===== src/rtl/vid_pkg.sv =====
//------------------------------------------------------------------------------
// vid_pkg - composite DAC levels, DAC source select and gray-level mapping. Rev 1.0
//------------------------------------------------------------------------------
`default_nettype none

package vid_pkg;

  localparam int DAC_W    = 4;
  localparam int FULL_LVL = (1 << DAC_W) - 1;

  localparam logic [DAC_W-1:0] SYNC_LVL  = 4'd0;
  localparam logic [DAC_W-1:0] BLANK_LVL = 4'd4;

  typedef enum logic [1:0] {
    SRC_BLANK  = 2'd0,
    SRC_SYNC   = 2'd1,
    SRC_PIX    = 2'd2,
    SRC_BORDER = 2'd3
  } dac_src_e;

  // Spreads a pix_w-bit gray value evenly between blank and full scale.
  function automatic logic [DAC_W-1:0] pix_level(input logic [2:0] p, input int pix_w);
    int span;
    span = (1 << pix_w) - 1;
    return DAC_W'(int'(BLANK_LVL) + (int'(p) * (FULL_LVL - int'(BLANK_LVL))) / span);
  endfunction

endpackage

`default_nettype wire


===== src/rtl/vid_ntsc_timing.sv =====
//------------------------------------------------------------------------------
// vid_ntsc_timing - pixel tick divider, h/v raster counters, active flags, vblank, frame strobe. Rev 1.0
//------------------------------------------------------------------------------
`default_nettype none

module vid_ntsc_timing
  import vid_pkg::*;
#(
  parameter int DIV     = 5,
  parameter int H_TOTAL = 406,
  parameter int H_START = 50,
  parameter int AW      = 256,
  parameter int V_TOTAL = 262,
  parameter int V_START = 20,
  parameter int AH      = 64,
  parameter int HW      = $clog2(H_TOTAL),
  parameter int VW      = $clog2(V_TOTAL)
) (
  input  logic          clk32mhz_i,
  input  logic          rst_n_i,
  output logic          tick_o,
  output logic [HW-1:0] h_o,
  output logic [VW-1:0] v_o,
  output logic          hact_o,
  output logic          hact_next_o,
  output logic          vact_o,
  output logic          vblank_o,
  output logic          frame_start_o
);

  localparam int             DVW      = $clog2(DIV);
  localparam logic [DVW-1:0] DIV_LAST = DVW'(DIV - 1);

  logic [DVW-1:0] div_q;
  logic [HW-1:0]  h_q, h_d;
  logic [VW-1:0]  v_q, v_d;
  logic           vblank_q;
  logic           frame_start_q;
  logic [31:0]    h32, v32;
  logic           tick, hact, hact_next, vact;

  assign h32       = 32'(h_q);
  assign v32       = 32'(v_q);
  assign tick      = (div_q == DIV_LAST);
  assign hact      = (h32 >= H_START) && (h32 < H_START + AW);
  assign hact_next = (h32 + 32'd1 >= H_START) && (h32 + 32'd1 < H_START + AW);
  assign vact      = (v32 >= V_START) && (v32 < V_START + AH);

  always_comb begin
    h_d = h_q + 1'b1;
    v_d = v_q;
    if (h32 == H_TOTAL - 1) begin
      h_d = '0;
      v_d = (v32 == V_TOTAL - 1) ? '0 : v_q + 1'b1;
    end
  end

  // h_q/v_q name the position being emitted on the next tick; vblank follows it.
  always_ff @(posedge clk32mhz_i or negedge rst_n_i) begin
    if (!rst_n_i) begin
      div_q         <= '0;
      h_q           <= '0;
      v_q           <= '0;
      vblank_q      <= 1'b1;
      frame_start_q <= 1'b0;
    end else begin
      frame_start_q <= tick && (h_q == '0) && (v_q == '0);
      if (tick) begin
        div_q    <= '0;
        h_q      <= h_d;
        v_q      <= v_d;
        vblank_q <= !vact;
      end else begin
        div_q <= div_q + 1'b1;
      end
    end
  end

  assign tick_o        = tick;
  assign h_o           = h_q;
  assign v_o           = v_q;
  assign hact_o        = hact;
  assign hact_next_o   = hact_next;
  assign vact_o        = vact;
  assign vblank_o      = vblank_q;
  assign frame_start_o = frame_start_q;

endmodule

`default_nettype wire


===== src/rtl/vid_ntsc_gen.sv =====
//------------------------------------------------------------------------------
// vid_ntsc_gen - framebuffer to NTSC composite 4-bit DAC; build option VID_NTSC_BORDER_EN. Rev 1.0
//------------------------------------------------------------------------------
`default_nettype none

module vid_ntsc_gen
  import vid_pkg::*;
#(
  parameter int DIV       = 5,
  parameter int H_TOTAL   = 406,
  parameter int H_SYNC    = 40,
  parameter int H_START   = 50,
  parameter int COLS_LOG2 = 7,
  parameter int SX_LOG2   = 1,
  parameter int V_TOTAL   = 262,
  parameter int V_SYNC    = 3,
  parameter int V_START   = 20,
  parameter int ROWS_LOG2 = 5,
  parameter int SY_LOG2   = 1,
  parameter int PIX_W     = 1
) (
  input  logic                           clk32mhz,
  input  logic                           rst_n,
  input  logic [PIX_W-1:0]               pix,
  output logic [COLS_LOG2+ROWS_LOG2-1:0] adr,
  output logic [DAC_W-1:0]               dac,
  output logic                           vblank,
  output logic                           frame_start
`ifdef VID_NTSC_BORDER_EN
  ,
  input  logic [PIX_W-1:0]               border
`endif
);

  localparam int AW = (1 << COLS_LOG2) << SX_LOG2;
  localparam int AH = (1 << ROWS_LOG2) << SY_LOG2;
  localparam int HW = $clog2(H_TOTAL);
  localparam int VW = $clog2(V_TOTAL);

  if (DIV < 2 || DIV > 16 || PIX_W < 1 || PIX_W > 3 ||
      H_START + AW > H_TOTAL || V_START + AH > V_TOTAL ||
      H_START <= H_SYNC || V_START < V_SYNC) begin : g_cfg_err
    $error("vid_ntsc_gen: illegal raster geometry or parameter range");
  end

  logic                           tick, hact, hact_next, vact;
  logic [HW-1:0]                  h;
  logic [VW-1:0]                  v;
  logic [31:0]                    h32, v32;
  logic [COLS_LOG2-1:0]           col_next;
  logic [ROWS_LOG2-1:0]           row;
  dac_src_e                       src;
  logic [DAC_W-1:0]               dac_d, dac_q;
  logic [COLS_LOG2+ROWS_LOG2-1:0] adr_q;

  vid_ntsc_timing #(
    .DIV     (DIV),
    .H_TOTAL (H_TOTAL),
    .H_START (H_START),
    .AW      (AW),
    .V_TOTAL (V_TOTAL),
    .V_START (V_START),
    .AH      (AH),
    .HW      (HW),
    .VW      (VW)
  ) u_timing (
    .clk32mhz_i    (clk32mhz),
    .rst_n_i       (rst_n),
    .tick_o        (tick),
    .h_o           (h),
    .v_o           (v),
    .hact_o        (hact),
    .hact_next_o   (hact_next),
    .vact_o        (vact),
    .vblank_o      (vblank),
    .frame_start_o (frame_start)
  );

  assign h32 = 32'(h);
  assign v32 = 32'(v);

  // The address is fetched one tick ahead so pix is ready when the pixel is emitted.
  assign col_next = COLS_LOG2'((h32 + 32'd1 - 32'(H_START)) >> SX_LOG2);
  assign row      = ROWS_LOG2'((v32 - 32'(V_START)) >> SY_LOG2);

`ifdef VID_NTSC_BORDER_EN
  localparam int BORD_LO = (H_START > 8) ? H_START - 8 : 0;
  localparam int BORD_HI = H_START + AW + 8;
`endif

  always_comb begin
    src = SRC_BLANK;
    if (v32 < V_SYNC) begin
      src = (h32 < H_TOTAL - H_SYNC) ? SRC_SYNC : SRC_BLANK;
    end else if (h32 < H_SYNC) begin
      src = SRC_SYNC;
    end else if (hact && vact) begin
      src = SRC_PIX;
`ifdef VID_NTSC_BORDER_EN
    end else if (h32 >= BORD_LO && h32 < BORD_HI) begin
      src = SRC_BORDER;
`endif
    end
  end

  always_comb begin
    dac_d = BLANK_LVL;
    case (src)
      SRC_SYNC:   dac_d = SYNC_LVL;
      SRC_PIX:    dac_d = pix_level(3'(pix), PIX_W);
`ifdef VID_NTSC_BORDER_EN
      SRC_BORDER: dac_d = pix_level(3'(border), PIX_W);
`endif
      default:    dac_d = BLANK_LVL;
    endcase
  end

  always_ff @(posedge clk32mhz or negedge rst_n) begin
    if (!rst_n) begin
      adr_q <= '0;
      dac_q <= BLANK_LVL;
    end else if (tick) begin
      if (hact_next && vact) begin
        adr_q <= {col_next, row};
      end
      dac_q <= dac_d;
    end
  end

  assign adr = adr_q;
  assign dac = dac_q;

endmodule

`default_nettype wire


===== config.mk =====
export PLATFORM = sky130hd
export DESIGN_NAME = vid_ntsc_gen
export DESIGN_NICKNAME = d
export VERILOG_FILES = /design/src/rtl/vid_pkg.sv /design/src/rtl/vid_ntsc_timing.sv /design/src/rtl/vid_ntsc_gen.sv
export SDC_FILE = /design/constraint.sdc
export NUM_CORES = 1
export LEC_CHECK = 0
export CAP_MARGIN = 20
export CORE_MARGIN = 4
export CORE_UTILIZATION = 50
export DETAILED_ROUTE_END_ITERATION = 8
export PLACE_DENSITY_LB_ADDON = 0.15
export SETUP_SLACK_MARGIN = 0.05
export SLEW_MARGIN = 20
export SYNTH_ARGS = -nofsm -noshare
export SYNTH_HDL_FRONTEND = slang
export SYNTH_SLANG_ARGS = --single-unit

===== constraint.sdc =====
create_clock -name clk32mhz -period 6.9 [get_ports clk32mhz]
set_input_delay 1.035 -clock clk32mhz [delete_from_list [all_inputs] [get_ports clk32mhz]]
set_output_delay 1.035 -clock clk32mhz [all_outputs]
set_load 0.01 [all_outputs]

# Yosys cells after proc, flatten, opt, wreduce, memory -nomap -nowiden
# Index checks and enable logic that the tools add are counted.
# totals
rom_bits	0
memories	0
output_inout_bits	18
elab_cells	49
ram_bits	0
register_bits	39
latch_bits	0
# op_classes
add_sub_neg	7
n_shift	0
mux	8
bitwise	0
n_mul	1
n_lt_le_gt_ge	9
n_div	0
eq_ne	5
n_reduce_logical	12
# ops
cell	count
9-bit by 1-bit adder with 9-bit output, second input constant	2
9-bit == test, second input constant	2
9-bit logical NOT	2
9-bit < comparator, second input constant	2
9-bit two-way mux	2
9-bit by 1-bit adder with 10-bit output, second input constant	1
10-bit by 6-bit greater-or-equal comparator with 1-bit output, second input constant	1
10-bit by 9-bit < comparator with 1-bit output, second input constant	1
9-bit by 5-bit greater-or-equal comparator with 1-bit output, second input constant	1
9-bit by 6-bit greater-or-equal comparator with 1-bit output, second input constant	1
9-bit by 2-bit < comparator with 1-bit output, second input constant	1
9-bit by 6-bit < comparator with 1-bit output, second input constant	1
9-bit by 7-bit < comparator with 1-bit output, second input constant	1
4-bit case mux with 2 select lines	1
8-bit by 6-bit subtractor with 8-bit output, second input constant	1
1-bit logical AND	7
2-bit two-way mux	3
6-bit by 5-bit subtractor with 6-bit output, second input constant	1
3-bit by 4-bit adder with 4-bit output, first input constant	1
1-bit by 4-bit multiplier with 4-bit output, second input constant	1
2-bit AND reduction	2
3-bit by 1-bit adder with 3-bit output, second input constant	1
3-bit == test, second input constant	1
3-bit two-way mux	1
other kinds (4)	4

# Logic depth before layout (Yosys ltp)
# Gate-level depths: netlist of the first run.
# depth
word_depth	8
ltp_mapped	11
mapped_depth_nobuf	10

# Hierarchy
# Synthesis of the first run repeated with hierarchy kept, for this count alone.
# unflattened
hier_cells	251
hier_area_um2	2222.1
# by_module_without_submodules
mod	seq_area_each_um2	area_each_um2	cells_per_inst	instances
vid_ntsc_timing	576.8	1473.9	171	1
vid_ntsc_gen	351.6	748.2	80	1

# Least setup slack after synthesis of the first run
# No wires, ideal clock.
# synth_path
path_type	reg-to-reg
start	register u_timing.h_q[0] (netlist: u_timing.h_o[0])
end	register adr_q[10] (netlist: adr[10])
t_required_ns	6.775
synth_period_minus_slack_ns	2.163
path_buffers	2
setup_time_ns	0.125
path_stages_with_launch	10
setup_slack_ns	4.737
t_arrival_ns	2.038
path_cell_list	dfrtp_1 buf_4 inv_1 ha_1 inv_1 a41o_1 o211a_1 o211ai_2 buf_6 mux2_4
# synth_via
elab_chain_cells	5
elab_cells_between_ends	7
cone_classes	add/sub: 2; order compare: 2; reduce/logical: 3
# synth_lines
item	line_no	text
from (decl)	vid_ntsc_timing.sv:35	logic [HW-1:0] h_q, h_d;
from (signal assigned)	vid_ntsc_timing.sv:62	h_q <= '0;
from (signal assigned)	vid_ntsc_timing.sv:70	h_q <= h_d;
9-bit by 1-bit adder with 10-bit output (*)	vid_ntsc_timing.sv:46	assign hact_next = (h32 + 32'd1 >= H_START) && (h32 + 32'd1 < H_START + AW);
10-bit by 6-bit greater-or-equal comparator with 1-bit output or 10-bit by 9-bit < comparator with 1-bit output (tied branches)	vid_ntsc_timing.sv:46	
1-bit logical AND	vid_ntsc_timing.sv:46	
1-bit logical AND	vid_ntsc_gen.sv:123	if (hact_next && vact) begin
2-bit AND reduction (no source line)	-	
to (signal assigned)	vid_ntsc_gen.sv:124	adr_q <= {col_next, row};
to (decl)	vid_ntsc_gen.sv:54	logic [COLS_LOG2+ROWS_LOG2-1:0] adr_q;
# Every way passes the cells marked *; elsewhere a longest branch is shown, timed or not.
# A chain may end at the register's enable or synchronous reset.

# Worst setup path in the final report of the first run
# layout_path
start	register u_timing.h_q[0] (netlist: u_timing.h_o[0])
end	register adr_q[1] (netlist: adr[1])
# layout_via
elab_chain_cells	5
elab_cells_between_ends	6
cone_classes	add/sub: 1; order compare: 2; reduce/logical: 3
# layout_lines
item	line_no
9-bit by 1-bit adder with 10-bit output (*)	vid_ntsc_timing.sv:46
10-bit by 6-bit greater-or-equal comparator with 1-bit output or 10-bit by 9-bit < comparator with 1-bit output (tied branches)	vid_ntsc_timing.sv:46
1-bit logical AND (*)	vid_ntsc_timing.sv:46
1-bit logical AND (*)	vid_ntsc_gen.sv:123
2-bit AND reduction (no source line) (*)	-
# Marked as above.

==> results of run 1 <==
synth_stat cells (all sizes together), types with 2 or more instances:
| library cell | instances | area (um^2) |
|---|---|---|
| nor4 | 4 | 40.04 |
| or2 | 3 | 18.77 |
| clkbuf | 6 | 22.52 |
| xor2 | 8 | 70.07 |
| and3 | 4 | 25.02 |
| ha | 13 | 162.7 |
| nand2b | 3 | 18.77 |
| and2 | 3 | 18.77 |
| nand2 | 22 | 85.09 |
| nand3 | 9 | 50.05 |
| o31ai | 8 | 60.06 |
| o21ai | 29 | 145.1 |
| o211a | 2 | 20.02 |
| mux2i | 2 | 20.02 |
| dfstp | 2 | 52.55 |
| a31oi | 5 | 31.28 |
| dfrtp | 35 | 875.8 |
| a21oi | 6 | 30.03 |
| xnor2 | 8 | 70.07 |
| nor2 | 14 | 52.55 |
| and4 | 2 | 17.52 |
| or3 | 3 | 18.77 |
| nor2b | 2 | 12.51 |
| nor3 | 5 | 30.03 |
| nand4 | 2 | 12.51 |
| inv | 13 | 48.80 |
| nand3b | 2 | 15.01 |
| mux2 | 11 | 153.9 |
| buf | 14 | 105.1 |
sequential cells by signal (all words and copies together) (netlist names):
name	count
adr	12
u_timing.h_o	9
u_timing.v_o	9
u_timing.div_q	3
dac	2
u_timing.frame_start_o	1
u_timing.vblank_o	1
layout make-up:
class                   instances  area (um^2)  share of cell area, %
multi-input cells             185         1305                  49.36
flip-flops and latches         37        928.4                  35.12
repair buffers                 20        195.2                  7.383
clock buffers                   7        96.34                  3.644
well taps                      52        65.06                  2.461
inverters                      13        48.80                  1.846
clock inverters                 1        5.005                 0.1893
through the flow:
stage,setup WS [ns],hold slack (ns),util (%),cell area (um^2)
after global routing,3.707,0.5099,58.69,2644
after detailed placement,3.936,0.4473,56.44,2542
after floorplan,4.737,0.4274,-,2410
after global placement,3.985,0.4475,56.44,2542
after CTS,3.917,0.4571,58.69,2644
final,3.904,0.4495,58.69,2644
metal layers:
| metal | global-route usage, % | vias to the layer above | share of wire [%] |
|---|---|---|---|
| met5 | 0 | - | 0 |
| met3 | 3.819 | 5 | 4.5 |
| li1 | - | 912 | - |
| met2 | 28.41 | 37 | 47 |
| met1 | 22.13 | 850 | 47 |
| met4 | 5.338 | 0 | 1.1 |
logic make-up after synthesis:
| family | Yosys count | share of synthesized area (%) |
|---|---|---|
| AO/OA/AOI/OAI | 62 | 16.10 |
| XOR/XNOR | 16 | 5.815 |
| adder cells (fa/ha/maj) | 13 | 6.750 |
| buffers and inverters | 33 | 7.320 |
| flip-flops | 37 | 38.53 |
| multiplexers | 13 | 7.217 |
| AND/OR/NAND/NOR | 81 | 18.28 |
power breakdown:
part / internal (mW) / total, mW / switching, mW / leakage (nW)
Sequential: 0.217 / 0.217 / 0 / 0.496
Clock: 0.0904 / 0.169 / 0.0788 / 0.0542
Combinational: 0.000702 / 0.00490 / 0.00420 / 0.582
Total: 0.308 / 0.391 / 0.0830 / 1.13
layout by cell type (no fill, tap or decap), types with 7 or more instances in the layout:
cell type        count
dfrtp_1             35
inv_1               13
nand3_1              8
xnor2_1              8
nand2_1             21
nor2_1              14
xor2_1               8
clkdlybuf4s50_1     19
mux2_4               8
ha_1                13
clkbuf_8             7
o31ai_1              8
o21ai_0             29
worst paths after layout:
| check | endpoint | slack, ns | cells past startpoint |
|---|---|---|---|
| setup / recovery | adr[1]$_DFFE_PN0P_ | 3.90 | 7 |
| hold / removal | u_timing.div_q[0]$_DFF_PN0_ | 0.45 | 1 |
| setup reg to reg | adr[1]$_DFFE_PN0P_ | 3.90 | 7 |
| hold reg to reg | u_timing.div_q[0]$_DFF_PN0_ | 0.45 | 1 |
| max in group asynchronous | adr[6]$_DFFE_PN0P_ | 5.53 | 1 |
| min in group asynchronous | u_timing.h_o[2]$_DFFE_PN0P_ | 0.82 | 1 |
==> metrics.cfg, run 1 <==
[outcome]
status = complete, no violations

[setup_path]
reg2reg_from = u_timing.h_o[0]$_DFFE_PN0P_
startpoint_type = register
cp_data_required_time_ns = 7.08
critPathLaunch = u_timing.h_o[0]$_DFFE_PN0P_
end_kind = register
cp_top_family = compound AO/OA/AOI/OAI gates
path_cells = ha_1, and3_1, nand3b_1, o211a_1, o211a_1, o211ai_2, mux2_2
crit_path_frequent_cell = o211a_1
worstSetupPathType = register to register
cp_num_buf_inv = 0
critPathSlowestCell = o211ai_2
worstPathMaxFanout = 12
arrival_ns = 3.17
worst_path_largest_cell_delay_ns = 0.67

[clocking]
htreeDepth = 2
cts.sinks = 37
cts_made_buffers = 5
ctsResizeCount = 0
cts_tree = built
cts_hold_buf = 0
cts.clk_slew.worst_paths_ns = 0.08
cts.path.max_buffers = 2
clock_latency_ns = 0.29
postCtsSetupBuffers = 0
root_buffer = clkbuf_8

[power_and_ir_drop]
power_density_nw_per_um2 = 147.8
p_leak_nw = 1.132
vdd_drop_max_v = 0.0001000
power_mw = 0.3908

[grt]
antenna_found_initial = 0
overflow = 0
grt_pass1_vias = 1757
grt_first_pass_wirelength_um = 8328
grt_max_degree = 38
grt_use_total_pct = 17.05

[finish]
fin_cells = 315
fillers = 400
area_growth_pct = 9.709
drive_gt1_share_pct = 11.41
antenna_cells = 0
nets = 278

[hold_path]
hp-class = register to register
min-delay-start = u_timing.div_q[0]$_DFF_PN0_

[job]
maxCapViolCount = 0

[detailed_routing]
viasPerCell = 5.727
ant_nets = 0
drt-initial-drc-count = 145
via_count = 1804
firstDrtPassIters = 4
drt_wl_total_um = 4753
post_drt_wl_per_cell_um = 15.09
drc_errors = 0

[floorplanning]
core-area_um2 = 4504
die_h_um = 77.43
fp.dieW_um = 77.43
fp.dieArea_um2 = 5995
floorplan.initialDensity_pct = 53.50
fp-row-count = 24
ioPinCount = 21

[sta]
slew_viol_final = 0
fmax_mhz = 333.7
worstMarginPinSlew_ns = 0.8376
post-route-period-util_pct = 43.43
finClkSkew_ns = 0.01096
setup_viol = 0
grt_setup_unrepaired = false
layout_min_cycle_time_ns = 2.996
relSlewSlack_pct = 44.16
tns_ns = 0
hold_viol = 0

[logic_synthesis]
ys_types = 52
synth_nets = 271
synth-seq-cells = 37
yosysWarnings = 0
synth-edff-count = 0
netlist_area_um2 = 2410
synthArstFlopShare_pct = 100.0
synthFlopType = dfrtp_1
ys_seq_area_share_pct = 38.53
syn_inst = 255
synth.avg_cell_area_um2 = 9.450

[place]
dp_cells = 307
place_congestion = 0.8501
port_buffers = 20
dp_hpwl_um = 3336

Note: power is estimated with default switching activity, not from simulation.
==> run 2, diff against run 1 <==
- clock period: 6.9 -> 2.83 ns (I/O delays scaled with it)
==> run 2 against run 1 <==
Net effect:
- non-clock buffer count increased by 8
- largest power group unchanged
- critical path type unchanged
- wire length increased by 4.5%
- clock power increased to 2.8 times the previous value
- count of clock-buffer cells in the layout unchanged
- total power increased to 2.6 times the previous value
==> metrics.cfg, run 2 (same netlist as run 1, synthesis figures left out) <==
[outcome]
status = complete, no violations

[clocking]
root_buffer = clkbuf_8
cts_tree = built
htreeDepth = 2  ; unchanged
clock_latency_ns = 0.29  ; about the same
cts.path.max_buffers = 2  ; unchanged
cts_made_buffers = 5  ; unchanged
cts_hold_buf = 0  ; unchanged
cts.clk_slew.worst_paths_ns = 0.07  ; about the same
cts.sinks = 37  ; unchanged

[sta]
finClkSkew_ns = 0.006095  ; -0.004864 ns
grt_setup_unrepaired = false
fmax_mhz = 393.6  ; +18%
worstMarginPinSlew_ns = 0.8284  ; -0.009135 ns
post-route-period-util_pct = 89.78  ; +46 points
hold_viol = 0  ; unchanged
setup_viol = 0  ; unchanged
layout_min_cycle_time_ns = 2.541  ; -0.4556 ns
tns_ns = 0  ; unchanged
relSlewSlack_pct = 44.77  ; +0.61 points
slew_viol_final = 0  ; unchanged

[setup_path]
critPathSlowestCell = dfrtp_1
worstSetupPathType = register to register
cp_top_family = compound AO/OA/AOI/OAI gates
ff2ff_setup_slack_ns = 0.29  ; -3.61 ns
cp_num_buf_inv = 1  ; +1
cp_data_required_time_ns = 3.01  ; -4.07 ns
reg2reg_from = u_timing.h_o[1]$_DFFE_PN0P_
end_kind = register
worstPathMaxFanout = 12  ; unchanged
crit_path_frequent_cell = o211a_1
rr_worst_depth = 8  ; +1
path_cells = ha_2, and3_1, nand3b_1, o211a_1, o211a_1, o211ai_2, buf_4, mux2_2
startpoint_type = register
reg2reg_to = adr[1]$_DFFE_PN0P_
arrival_ns = 2.72  ; -0.45 ns
worst_path_largest_cell_delay_ns = 0.50  ; -0.17 ns

[detailed_routing]
drt-initial-drc-count = 179  ; +23%
viasPerCell = 5.762  ; +0.60%
post_drt_wl_per_cell_um = 15.38  ; +1.9%
firstDrtPassIters = 4  ; unchanged
ant_nets = 0  ; unchanged
drt_wl_total_um = 4967  ; +4.5%
drc_errors = 0  ; unchanged
via_count = 1861  ; +3.2%

[grt]
grt_first_pass_wirelength_um = 8935  ; +7.3%
grt_use_total_pct = 18.23  ; +1.2 points
grt_pass1_vias = 1850  ; +5.3%
overflow = 0  ; unchanged
grt_max_degree = 38  ; unchanged
antenna_found_initial = 0  ; unchanged

[floorplanning]
core-area_um2 = 4504  ; unchanged
fp.dieArea_um2 = 5995  ; unchanged
ioPinCount = 21  ; unchanged
fp-row-count = 24  ; unchanged
fp.dieW_um = 77.43  ; unchanged
floorplan.initialDensity_pct = 53.50  ; unchanged
die_h_um = 77.43  ; unchanged

[finish]
antenna_cells = 0  ; unchanged
nets = 286  ; +2.9%
layout_commonest_cell = dfrtp_1
layout_common_cells = dfrtp_1 (35), o21ai_0 (29), nand2_1 (21)
area_growth_pct = 12.93
drive_gt1_share_pct = 14.02  ; +2.6 points
largest_register_ffs = 12  ; unchanged

[job]
maxCapViolCount = 0  ; unchanged

[power_and_ir_drop]
power_density_nw_per_um2 = 373.0  ; +150%
vdd_drop_max_v = 0.0002935  ; +190%
p_leak_nw = 1.174  ; +3.7%
power_mw = 1.015  ; +160%

[place]
place_congestion = 0.8728  ; +2.7%
dp_hpwl_um = 3528  ; +5.8%
port_buffers = 20  ; unchanged

[hold_path]
hp-class = input port to asynchronous set/reset pin

run 2: cell count changes in the layout (fill, tap and decap cells not counted):
cell | before | now
buf_4 | 0 | 8
bufinv_16 | 0 | 1
clkbuf_1 | 0 | 1
clkbuf_8 | 7 | 6
clkinv_2 | 1 | 0
ha_1 | 13 | 12
ha_2 | 0 | 1
run 2: metal layers:
layer  vias to the layer above  track usage [%]  wire length [um]
met3                         7            3.356               154
met1                       906            24.21              2336
met5                         -                0                 0
met2                        27            29.79              2405
met4                         0            6.762                70
li1                        921                -                 -
run 2: how the worst max path moves through the flow:
| stage | from | endpoint | slack (ns) | cells after the start |
|---|---|---|---|---|
| after global placement | u_timing.h_o[1]$_DFFE_PN0P_ | adr[0]$_DFFE_PN0P_ | 0.30 | 8 |
| after global routing | u_timing.h_o[1]$_DFFE_PN0P_ | adr[1]$_DFFE_PN0P_ | 0.11 | 8 |
| after detailed placement | u_timing.h_o[1]$_DFFE_PN0P_ | adr[0]$_DFFE_PN0P_ | 0.20 | 8 |
| final | u_timing.h_o[1]$_DFFE_PN0P_ | adr[1]$_DFFE_PN0P_ | 0.29 | 8 |
| after CTS | u_timing.h_o[1]$_DFFE_PN0P_ | adr[0]$_DFFE_PN0P_ | 0.19 | 8 |
| after floorplan | u_timing.h_o[0]$_DFFE_PN0P_ | adr[10]$_DFFE_PN0P_ | 0.67 | 9 |
run 2: through the flow:
step | util (%) | area [um^2] | instances | setup slack [ns] | hold slack (ns)
2_1_floorplan | - | 2410 | 255 | 0.6671 | 0.1289
3_3_place_gp | 57.78 | 2603 | 315 | 0.2972 | 0.4474
3_5_place_dp | 57.78 | 2603 | 315 | 0.1978 | 0.4588
4_1_cts | 60.36 | 2719 | 323 | 0.1896 | 0.2666
5_1_grt | 60.42 | 2721 | 323 | 0.1063 | 0.3020
6_report | 60.42 | 2721 | 323 | 0.2892 | 0.2334
run 2: layout make-up:
| cell class | count | area (um^2) |
|---|---|---|
| clock buffers | 7 | 86.33 |
| fillers | 403 | 1783 |
| repair buffers | 28 | 255.2 |
| flip-flops and latches | 37 | 928.4 |
| inverters | 13 | 48.80 |
| multi-input cells | 185 | 1308 |
| well taps | 52 | 65.06 |
| clock inverters | 1 | 30.03 |
run 2: timing repair:
action / in CTS / in global routing
buffers inserted: 0 / 0
setup endpoints to repair: 0 / 10
resized for setup: 0 / 1
run 2: power by group:
part / internal [mW] / switching [mW]
Clock: 0.287 / 0.187
Sequential: 0.529 / 0
Combinational: 0.00171 / 0.0102
Total: 0.818 / 0.198
==> run 3, diff against run 2 <==
- CELL_PAD_IN_SITES_DETAIL_PLACEMENT: not set -> 1
- CELL_PAD_IN_SITES_GLOBAL_PLACEMENT: not set -> 1
- CORE_UTILIZATION: 50 -> 45
==> run 3 against run 2 <==
Net effect:
- utilization down 6.7 points
- sequential power about the same
- wire length up 19%
- worst hold slack better by 0.0028 ns
- cell count up 6.2%
==> metrics.cfg, run 3 (same netlist as run 1, synthesis figures left out) <==
[outcome]
status = complete, no violations

[setup_path]
ff2ff_setup_slack_ns = 0.31  ; +0.02 ns
worstSetupPathType = register to register
reg2reg_from = u_timing.h_o[0]$_DFFE_PN0P_
startpoint_type = register
cp_data_required_time_ns = 3.01  ; about the same
rr_worst_depth = 8  ; unchanged
arrival_ns = 2.69  ; -0.03 ns
reg2reg_to = adr[1]$_DFFE_PN0P_
worstPathMaxFanout = 12  ; unchanged
end_kind = register

[place]
dp_hpwl_um = 4253  ; +21%
dp_cells = 335  ; +6.3%
port_buffers = 20  ; unchanged
place_congestion = 0.8816  ; +1.0%

[finish]
register_area_um2 = 928.4  ; unchanged
fin_cells = 343  ; +6.2%
area_growth_pct = 14.54
antenna_cells = 0  ; unchanged
multiInputGateArea_um2 = 1305  ; -0.19%
layout_commonest_cell = dfrtp_1
fillers = 619  ; +54%
largest_register_ffs = 12  ; unchanged
drive_gt1_share_pct = 14.65  ; +0.63 points
layout_common_cells = dfrtp_1 (35), o21ai_0 (29), nand2_1 (21)
nets = 288  ; +0.70%

[grt]
grt_max_degree = 38  ; unchanged
grt_use_total_pct = 20.37  ; +2.1 points
overflow = 0  ; unchanged
antenna_found_initial = 0  ; unchanged
grtUsageMet3_pct = 3.769  ; +0.41 points
top_usage_layer = met2
grt_pass1_vias = 1984  ; +7.2%
grt_util_met2_pct = 34.98  ; +5.2 points
grt_first_pass_wirelength_um = 10190  ; +14%
globalRouteMet1Util_pct = 26.36  ; +2.1 points

[detailed_routing]
post_drt_wl_per_cell_um = 17.24  ; +12%
drc_errors = 0  ; unchanged
ant_nets = 0  ; unchanged
viasPerCell = 5.636  ; -2.2%
firstDrtPassIters = 4  ; unchanged
via_count = 1933  ; +3.9%
drt_wl_total_um = 5912  ; +19%
drt-initial-drc-count = 145  ; -19%

[clocking]
clock_latency_ns = 0.28  ; about the same
root_buffer = clkbuf_8
ctsResizeCount = 0  ; unchanged
cts_hold_buf = 0  ; unchanged
htreeDepth = 2  ; unchanged
cts.path.max_buffers = 2  ; unchanged
cts_tree = built
postCtsSetupBuffers = 0  ; unchanged
cts.clk_slew.worst_paths_ns = 0.08  ; about the same
cts.sinks = 37  ; unchanged
cts_made_buffers = 5  ; unchanged

[power_and_ir_drop]
vdd_drop_max_v = 0.0002822  ; -3.9%
p_leak_nw = 1.184  ; +0.83%
power_density_nw_per_um2 = 368.2  ; -1.3%

[floorplanning]
core-area_um2 = 5140  ; +14%
fp-row-count = 26  ; +8.3%
ioPinCount = 21  ; unchanged
fp.dieW_um = 81.18  ; +4.8%
floorplan.initialDensity_pct = 46.88  ; -6.6 points
die_h_um = 81.18  ; +4.8%
fp.dieArea_um2 = 6590  ; +9.9%

[sta]
setup_viol = 0  ; unchanged
fmax_mhz = 397.0  ; +0.86%
finClkSkew_ns = 0.003654  ; -0.002441 ns
relSlewSlack_pct = 43.98  ; -0.79 points
layout_min_cycle_time_ns = 2.519  ; -0.02172 ns
worstMarginPinSlew_ns = 0.8403  ; +0.01186 ns
post-route-period-util_pct = 89.01  ; -0.77 points
slew_viol_final = 0  ; unchanged
hold_viol = 0  ; unchanged
tns_ns = 0  ; unchanged
grt_setup_unrepaired = false

[hold_path]
hp-class = input port to asynchronous set/reset pin

[job]
maxCapViolCount = 0  ; unchanged

run 3: cell type report:
type | count | area share [%]
clock inverters | 2 | 1.360
repair buffers | 30 | 9.791
well taps | 70 | 3.173
multi-input cells | 185 | 47.28
clock buffers | 6 | 2.992
inverters | 13 | 1.768
flip-flops and latches | 37 | 33.64
run 3: worst max-delay path by stage:
stage,startpoint,endpoint,slack (ns)
CTS,u_timing.h_o[0]$_DFFE_PN0P_,adr[1]$_DFFE_PN0P_,0.31
detailed placement,u_timing.h_o[0]$_DFFE_PN0P_,adr[1]$_DFFE_PN0P_,0.36
floorplan,u_timing.h_o[0]$_DFFE_PN0P_,adr[10]$_DFFE_PN0P_,0.67
finish,u_timing.h_o[0]$_DFFE_PN0P_,adr[1]$_DFFE_PN0P_,0.31
global placement,u_timing.h_o[0]$_DFFE_PN0P_,adr[0]$_DFFE_PN0P_,0.43
global route,u_timing.h_o[2]$_DFFE_PN0P_,adr[1]$_DFFE_PN0P_,0.15
run 3: where the power goes:
group / switching, mW / internal, mW / leakage [nW] / total [mW]
combinational: 0.0103 / 0.00170 / 0.630 / 0.0120
sequential: 0 / 0.528 / 0.496 / 0.528
clock: 0.189 / 0.287 / 0.0574 / 0.476
total: 0.200 / 0.817 / 1.18 / 1.02
run 3: through the flow:
step	hold slack, ns	worst slack [ns]	total power [mW]	util (%)	instance area (um^2)
detailed placement	0.4586	0.3645	0.5517	51.36	2640
floorplan	0.1289	0.6671	0.5389	-	2410
CTS	0.2582	0.3057	1.038	53.70	2760
global placement	0.4519	0.4337	0.5518	51.36	2640
finish	0.2362	0.3109	1.016	53.70	2760
global route	0.2912	0.1504	1.062	53.70	2760
run 3: per-layer routing:
| metal | part of all wire (%) | vias up |
|---|---|---|
| li1 | - | 923 |
| met1 | 46 | 968 |
| met2 | 50 | 35 |
| met3 | 3.5 | 7 |
| met4 | 1.2 | 0 |
| met5 | 0 | - |
run 3: critical path, stage by stage, from the launching register on:
cell and delay (ns):
dfrtp_1 0.36, ha_1 0.43, and3_1 0.31, nand3b_1 0.10
o211a_1 0.17, o211a_1 0.26, o211ai_2 0.17, buf_4 0.26
mux2_2 0.36
